File: src/rtl/gamepad_scan.sv
// rtl/gamepad_scan.sv - serial NES/SNES pad scanner with atomic commit and change detection
//
// Scans 2**SEL_WIDTH groups of DATA_WIDTH shift-register pads, BITS bits each,
// and publishes the decoded buttons to the register bank in a single cycle.
//
// Ports:
//   clk         system clock
//   rst_n       asynchronous active-low reset
//   gp_sel      active group index (binary), holds last group when idle
//   gp_data     pad serial data, active-low, asynchronous to clk
//   gp_latch    pad latch, active-high
//   gp_clk      pad shift clock, idles high
//   gp_value    decoded buttons, 1 = pressed, updated only on commit
//   gp_change   bits that differ between the last two commits
//   gp_changed  1-cycle strobe: the commit changed at least one bit
//   scan_done   1-cycle strobe on every commit
//   busy        high from scan start until the end of the inter-scan gap
//   ctrl_run    level: scan continuously
//   ctrl_trig   pulse: start one scan when idle

module gamepad_scan_sync #(
   parameter int W = 1
) (
   input  logic         clk,
   input  logic         rst_n,
   input  logic [W-1:0] d,
   output logic [W-1:0] q
);

   logic [W-1:0] meta;

   // Reset to the released (high) line level so nothing reads as pressed.
   always_ff @(posedge clk or negedge rst_n) begin
      if (!rst_n) begin
         meta <= '1;
         q    <= '1;
      end else begin
         meta <= d;
         q    <= meta;
      end
   end

endmodule

module gamepad_scan #(
   parameter int DIV        = 15,
   parameter int SEL_WIDTH  = 1,
   parameter int DATA_WIDTH = 2,
   parameter int BITS       = 16,
   parameter int GAP        = 4,
   localparam int VW        = (2 ** SEL_WIDTH) * DATA_WIDTH * BITS
) (
   input  logic                  clk,
   input  logic                  rst_n,
   output logic [SEL_WIDTH-1:0]  gp_sel,
   input  logic [DATA_WIDTH-1:0] gp_data,
   output logic                  gp_latch,
   output logic                  gp_clk,
   output logic [VW-1:0]         gp_value,
   output logic [VW-1:0]         gp_change,
   output logic                  gp_changed,
   output logic                  scan_done,
   output logic                  busy,
   input  logic                  ctrl_run,
   input  logic                  ctrl_trig
);

   localparam int G        = 2 ** SEL_WIDTH;
   localparam int CW       = $clog2(DIV + 1);
   localparam int BW       = $clog2(BITS);
   localparam int PMAX     = (GAP > 2) ? GAP : 2;
   localparam int PW       = $clog2(PMAX);
   localparam int GAP_LAST = (GAP > 0) ? GAP - 1 : 0;

   typedef enum logic [2:0] {
      S_IDLE,
      S_SEL,
      S_LATCH,
      S_HOLD,
      S_CLK_LO,
      S_CLK_HI,
      S_COMMIT,
      S_GAP
   } state_t;

   state_t                  state;
   logic [CW-1:0]           div_cnt;
   logic                    tick;
   logic [PW-1:0]           per_cnt;
   logic [BW-1:0]           bit_cnt;
   logic [SEL_WIDTH-1:0]    grp;
   logic [DATA_WIDTH-1:0]   data_sync;
   logic                    sample_en;
   logic [VW-1:0]           staging;

   gamepad_scan_sync #(
      .W (DATA_WIDTH)
   ) u_sync (
      .clk   (clk),
      .rst_n (rst_n),
      .d     (gp_data),
      .q     (data_sync)
   );

   assign tick = (div_cnt == CW'(DIV));

   // Bits are taken on the last cycle of HOLD (bit 0) and of each CLK_HI,
   // giving the synchronizer a full half-period to settle after the edge.
   assign sample_en = tick && ((state == S_HOLD) || (state == S_CLK_HI));

   // One shift register per data line and group. Bit 0 arrives first and is
   // shifted in at the top, so after BITS samples it sits at the LSB and the
   // flat layout is staging[(g*DATA_WIDTH+d)*BITS + b].
   generate
      for (genvar d = 0; d < DATA_WIDTH; d++) begin : g_line
         logic [G-1:0][BITS-1:0] sr;

         always_ff @(posedge clk or negedge rst_n) begin
            if (!rst_n) begin
               sr <= '0;
            end else if (sample_en) begin
               sr[grp] <= {~data_sync[d], sr[grp][BITS-1:1]};
            end
         end

         for (genvar g = 0; g < G; g++) begin : g_grp
            assign staging[(g * DATA_WIDTH + d) * BITS +: BITS] = sr[g];
         end
      end
   endgenerate

   always_ff @(posedge clk or negedge rst_n) begin
      if (!rst_n) begin
         state      <= S_IDLE;
         div_cnt    <= '0;
         per_cnt    <= '0;
         bit_cnt    <= '0;
         grp        <= '0;
         gp_sel     <= '0;
         gp_latch   <= 1'b0;
         gp_clk     <= 1'b1;
         gp_value   <= '0;
         gp_change  <= '0;
         gp_changed <= 1'b0;
         scan_done  <= 1'b0;
         busy       <= 1'b0;
      end else begin
         scan_done  <= 1'b0;
         gp_changed <= 1'b0;

         // The divider rests at zero in IDLE and COMMIT so every timed state
         // starts on a fresh half-bit period.
         if ((state == S_IDLE) || (state == S_COMMIT) || tick) begin
            div_cnt <= '0;
         end else begin
            div_cnt <= div_cnt + 1'b1;
         end

         case (state)
            S_IDLE: begin
               if (ctrl_run || ctrl_trig) begin
                  state  <= S_SEL;
                  grp    <= '0;
                  gp_sel <= '0;
                  busy   <= 1'b1;
               end
            end

            S_SEL: begin
               if (tick) begin
                  state    <= S_LATCH;
                  gp_latch <= 1'b1;
                  per_cnt  <= '0;
               end
            end

            S_LATCH: begin
               if (tick) begin
                  if (per_cnt == PW'(1)) begin
                     state    <= S_HOLD;
                     gp_latch <= 1'b0;
                  end else begin
                     per_cnt <= per_cnt + 1'b1;
                  end
               end
            end

            S_HOLD: begin
               if (tick) begin
                  state   <= S_CLK_LO;
                  gp_clk  <= 1'b0;
                  bit_cnt <= BW'(1);
               end
            end

            S_CLK_LO: begin
               if (tick) begin
                  state  <= S_CLK_HI;
                  gp_clk <= 1'b1;
               end
            end

            S_CLK_HI: begin
               if (tick) begin
                  if (bit_cnt == BW'(BITS - 1)) begin
                     if (grp == SEL_WIDTH'(G - 1)) begin
                        state <= S_COMMIT;
                     end else begin
                        grp    <= grp + 1'b1;
                        gp_sel <= grp + 1'b1;
                        state  <= S_SEL;
                     end
                  end else begin
                     bit_cnt <= bit_cnt + 1'b1;
                     gp_clk  <= 1'b0;
                     state   <= S_CLK_LO;
                  end
               end
            end

            // The whole scan becomes visible at once; the change mask and
            // strobes are derived from the value being replaced.
            S_COMMIT: begin
               gp_value   <= staging;
               gp_change  <= gp_value ^ staging;
               gp_changed <= (gp_value != staging);
               scan_done  <= 1'b1;
               per_cnt    <= '0;
               if (GAP > 0) begin
                  state <= S_GAP;
               end else if (ctrl_run) begin
                  state  <= S_SEL;
                  grp    <= '0;
                  gp_sel <= '0;
               end else begin
                  state <= S_IDLE;
                  busy  <= 1'b0;
               end
            end

            // Continuous scanning restarts straight from the gap so the scan
            // period has no idle cycle in it; a trigger here is not queued.
            S_GAP: begin
               if (tick) begin
                  if (per_cnt == PW'(GAP_LAST)) begin
                     if (ctrl_run) begin
                        state  <= S_SEL;
                        grp    <= '0;
                        gp_sel <= '0;
                     end else begin
                        state <= S_IDLE;
                        busy  <= 1'b0;
                     end
                  end else begin
                     per_cnt <= per_cnt + 1'b1;
                  end
               end
            end

            default: begin
               state <= S_IDLE;
            end
         endcase
      end
   end

endmodule

File: config.mk
export PLATFORM = sky130hd
export DESIGN_NAME = gamepad_scan
export DESIGN_NICKNAME = d
export VERILOG_FILES = /design/src/rtl/gamepad_scan.sv
export SDC_FILE = /design/constraint.sdc
export NUM_CORES = 1
export LEC_CHECK = 0
export BUFFER_PORTS_ARGS = -buffer_cell sky130_fd_sc_hd__clkbuf_2
export CAP_MARGIN = 20
export CORE_ASPECT_RATIO = 0.8
export CORE_UTILIZATION = 50
export DETAILED_ROUTE_END_ITERATION = 10
export PLACE_DENSITY_LB_ADDON = 0.15
export RECOVER_POWER = 50
export SLEW_MARGIN = 40
export SYNTH_ARGS = -nofsm -noshare
export SYNTH_HDL_FRONTEND = slang
export SYNTH_HIERARCHICAL = 1
export SYNTH_SLANG_ARGS = --single-unit
File: constraint.sdc
create_clock -name clk -period 2.5 [get_ports clk]
set_input_delay 0.5 -clock clk [delete_from_list [all_inputs] [get_ports clk]]
set_output_delay 0.5 -clock clk [all_outputs]
set_load 0.005 [all_outputs]
==> results by group <==
Global routing
  • Largest net degree at the start of global routing: 101
  • Vias in the first global route: 6,073
  • GRT overflow: 0
  • First-pass GRT wire length: 33,000 um
  • Initial antenna violation count: 0
  • GRT Total Usage: 22.6%

Drt
  • Pre-antenna DRT Iters: 8
  • DR vias: 6,289
  • Antenna-violating nets left: 0
  • DRC marker count from the first detailed-route iteration: 379
  • Via/cell ratio: 5.07
  • DRC: 14
  • Total Wirelength: 20,200 um
  • Avg WL per Cell: 16.3 um

Die
  • Die footprint: 18,600 um2
  • Initial Utilization: 51.6%
  • Num rows: 43
  • Core Area: 17,500 um2
  • IO Pins: 140
  • Die Width: 152 um
  • Die height: 122 um

STA
  • Final hold vios: 0
  • RSZ-0062 raised after global routing: false
  • Setup TNS: 0 ps
  • Fmax: 468 MHz
  • Worst-Margin Slew: 1040 ps
  • Final Max Slew Viols: 0
  • Final setup fails: 0
  • Final min period: 2140 ps
  • Tcrit/Tclk final: 85.5%
  • Worst Skew: 13.8 ps
  • Max-slew headroom at the worst pin: 30.5%

Setup path
  • Crit path kind: reg2reg
  • Reg-to-reg slack, setup: 360 ps
  • Crit path largest cell delay: 520 ps
  • Arr. time, crit path: 2520 ps
  • Cell family with most CP delay: simple AND/OR/NAND/NOR gates
  • Largest fanout on the critical path: 31
  • CP max stage cell: dfrtp_1
  • Required time of the critical path: 2880 ps
  • RR Endpoint: g_line[1].sr[8]
  • CP Capture Type: register
  • Bufs and invs on worst path: 0
  • Worst R2R Path Depth: 4
  • Critical R2R Launch: state[2]
  • Startpoint Class: register
  • CP Cell Sequence: xor2_1, nand2_2, nor2_8, mux2_2

CTS
  • Clock Tree Root: clkbuf_16
  • Post-CTS resize count: 0
  • Post-CTS setup buffers: 0
  • CTS tree: yes
  • Num CTS Buffers: 22
  • # clock sinks: 216
  • Htree depth: 1
  • Worst-Skew Late Latency: 500 ps
  • CTS Hold Bufs: 1
  • CTS Buffer Depth: 3
  • Clock slew at reported path FFs: 60 ps

Logic synthesis
  • Dominant cell type by area after synthesis: dfrtp_1
  • Cells after Synth: 860
  • Synth warn: 6
  • Synth top area share: 58.4%
  • Syn avg cell area: 10.5 um2
  • Mapped cell area: 9050 um2
  • Largest cells by area after synthesis: dfrtp_1 58%, nand2_1 14%, mux2_2 6.7%
  • Post-Syn Nets: 870
  • Seq/Total Area, Yosys: 59.8%
  • Synth cell types: 43
  • Flop and latch count out of synthesis: 216

Final layout
  • Area Overhead vs Synth: 17.5%
  • Fin util: 60.6%
  • Area of the multi-input gates: 3350 um2
  • FILL cells: 1,504
  • Register area: 5410 um2
  • Nets: 1,009
  • Diodes inserted: 0
  • Ratio of cells with drive above 1 in the final layout: 20.9%

Min path
  • HP Start: gp_data[1]
  • WHS Path Cells: 1
  • Worst hold-check path type: in2reg
  • WHS Endpoint: u_sync/meta[1]

Placed design
  • Routability cong.: 0.793
  • Port Buf Inserts: 139
  • Dpl hpwl: 13,900 um

Power
  • VDD IR max: 0.481 mV
  • Leakage: 0.00576 uW
  • Power per Cell Area: 659 nW/um2

Run
  • Max_cap viols: 0

Status
  • Failing checks: design-rule violations
  • Status: complete, but fails checks
==> power by group <==
group / switching, uW / total (uW) / internal (uW) / leakage (uW)
logic: 73.9 / 84.9 / 11.0 / 0.00241
registers: 4.11 / 3510 / 3500 / 0.00298
clock network: 1340 / 3410 / 2070 / 0.000377
==> worst register-to-register path: stages, from the launching register on <==
cell	delay, ps
dfrtp_1	520
xor2_1	470
nand2_2	170
nor2_8	450
mux2_2	420
==> sequential cells by signal, summed over array words and instances (netlist names) <==
name	cells
bit_cnt	4
busy	1
div_cnt	4
g_line.sr	64
gp_change	64
gp_changed	1
gp_clk	1
gp_latch	1
gp_sel	1
gp_value	64
grp	1
per_cnt	2
scan_done	1
state	3
u_sync/meta	2
u_sync/q	2
==> how the worst max path moves through the flow <==
stage,start,end,depth (start not counted)
after floorplan,div_cnt[0],g_line[0].sr[10],7
after global placement,div_cnt[0],g_line[1].sr[4],5
after detailed placement,div_cnt[0],g_line[1].sr[8],5
after CTS,div_cnt[0],g_line[0].sr[10],5
after global routing,state[2],g_line[1].sr[4],4
final,state[2],g_line[1].sr[8],4
==> final cells by class <==
cell class | count | area share [%]
clock buffer | 34 | 6.37
clock inverter | 6 | 0.789
inverter | 4 | 0.141
multi-input combinational | 598 | 31.5
sequential | 216 | 50.9
tap | 225 | 2.65
timing repair buffer | 157 | 7.62
==> metrics by stage <==
| stage | hold WS, ps | cell area [um2] | worst slack, ps | total power [uW] | instances |
|---|---|---|---|---|---|
| floorplan | 204 | 9050 | 775 | 3580 | 860 |
| global placement | 346 | 9970 | 435 | 3670 | 1199 |
| detailed placement | 348 | 9970 | 398 | 3670 | 1199 |
| CTS | 73.1 | 10700 | 397 | 7090 | 1240 |
| global route | 75.1 | 10600 | 199 | 7230 | 1240 |
| finish | 93.0 | 10600 | 362 | 7000 | 1240 |
==> kinds of logic after synthesis <==
| family | after synthesis | synth area share, % |
|---|---|---|
| xor gates and xnor gates | 68 | 6.79 |
| muxes | 63 | 7.84 |
| and+or+nand+nor | 392 | 17.7 |
| adders and majority gates | 4 | 0.553 |
| DFF | 216 | 59.8 |
| buffers and inverters | 46 | 2.95 |
| AOI/OAI and AO/OA | 71 | 4.37 |
==> cell usage in the layout, fill, tap and decap left out, types with 11 or more instances in the layout <==
cell type  instances
clkbuf_1          48
nand4_1           11
clkbuf_2         102
nor2_1            20
clkbuf_16         23
xor2_1            34
nand2_1          329
xnor2_1           34
o21ai_0           47
dfrtp_1          211
mux2_2            54
==> layer usage <==
metal  vias to the layer above  part of all wire (%)  wire (um)  GRT usage, %
met5                         -                     0          0             0
met4                         0                   1.7        339          4.97
met1                      3018                    51      10300          35.1
li1                       3089                     -          -             -
met3                        27                   5.1       1030          3.60
met2                       155                    42       8550          33.4
==> synth_stat cells (all sizes together) <==
cell type / count
xor2: 34
mux2: 63
o21ai: 48
o41ai: 1
nand2: 330
nor2: 21
nand2b: 2
nand3: 8
buf: 28
nand4: 11
nor3: 2
or3: 1
o2111a: 1
a31oi: 2
a21oi: 10
and3: 3
clkbuf: 14
ha: 4
o21a: 1
o2bb2ai: 1
dfstp: 5
xnor2: 34
a2bb2oi: 1
dfrtp: 211
o31ai: 3
o311ai: 1
and2: 2
o22a: 1
nor4: 10
and4: 1
a21boi: 1
nand3b: 1
inv: 4
Power figures use the tool's default switching activity.
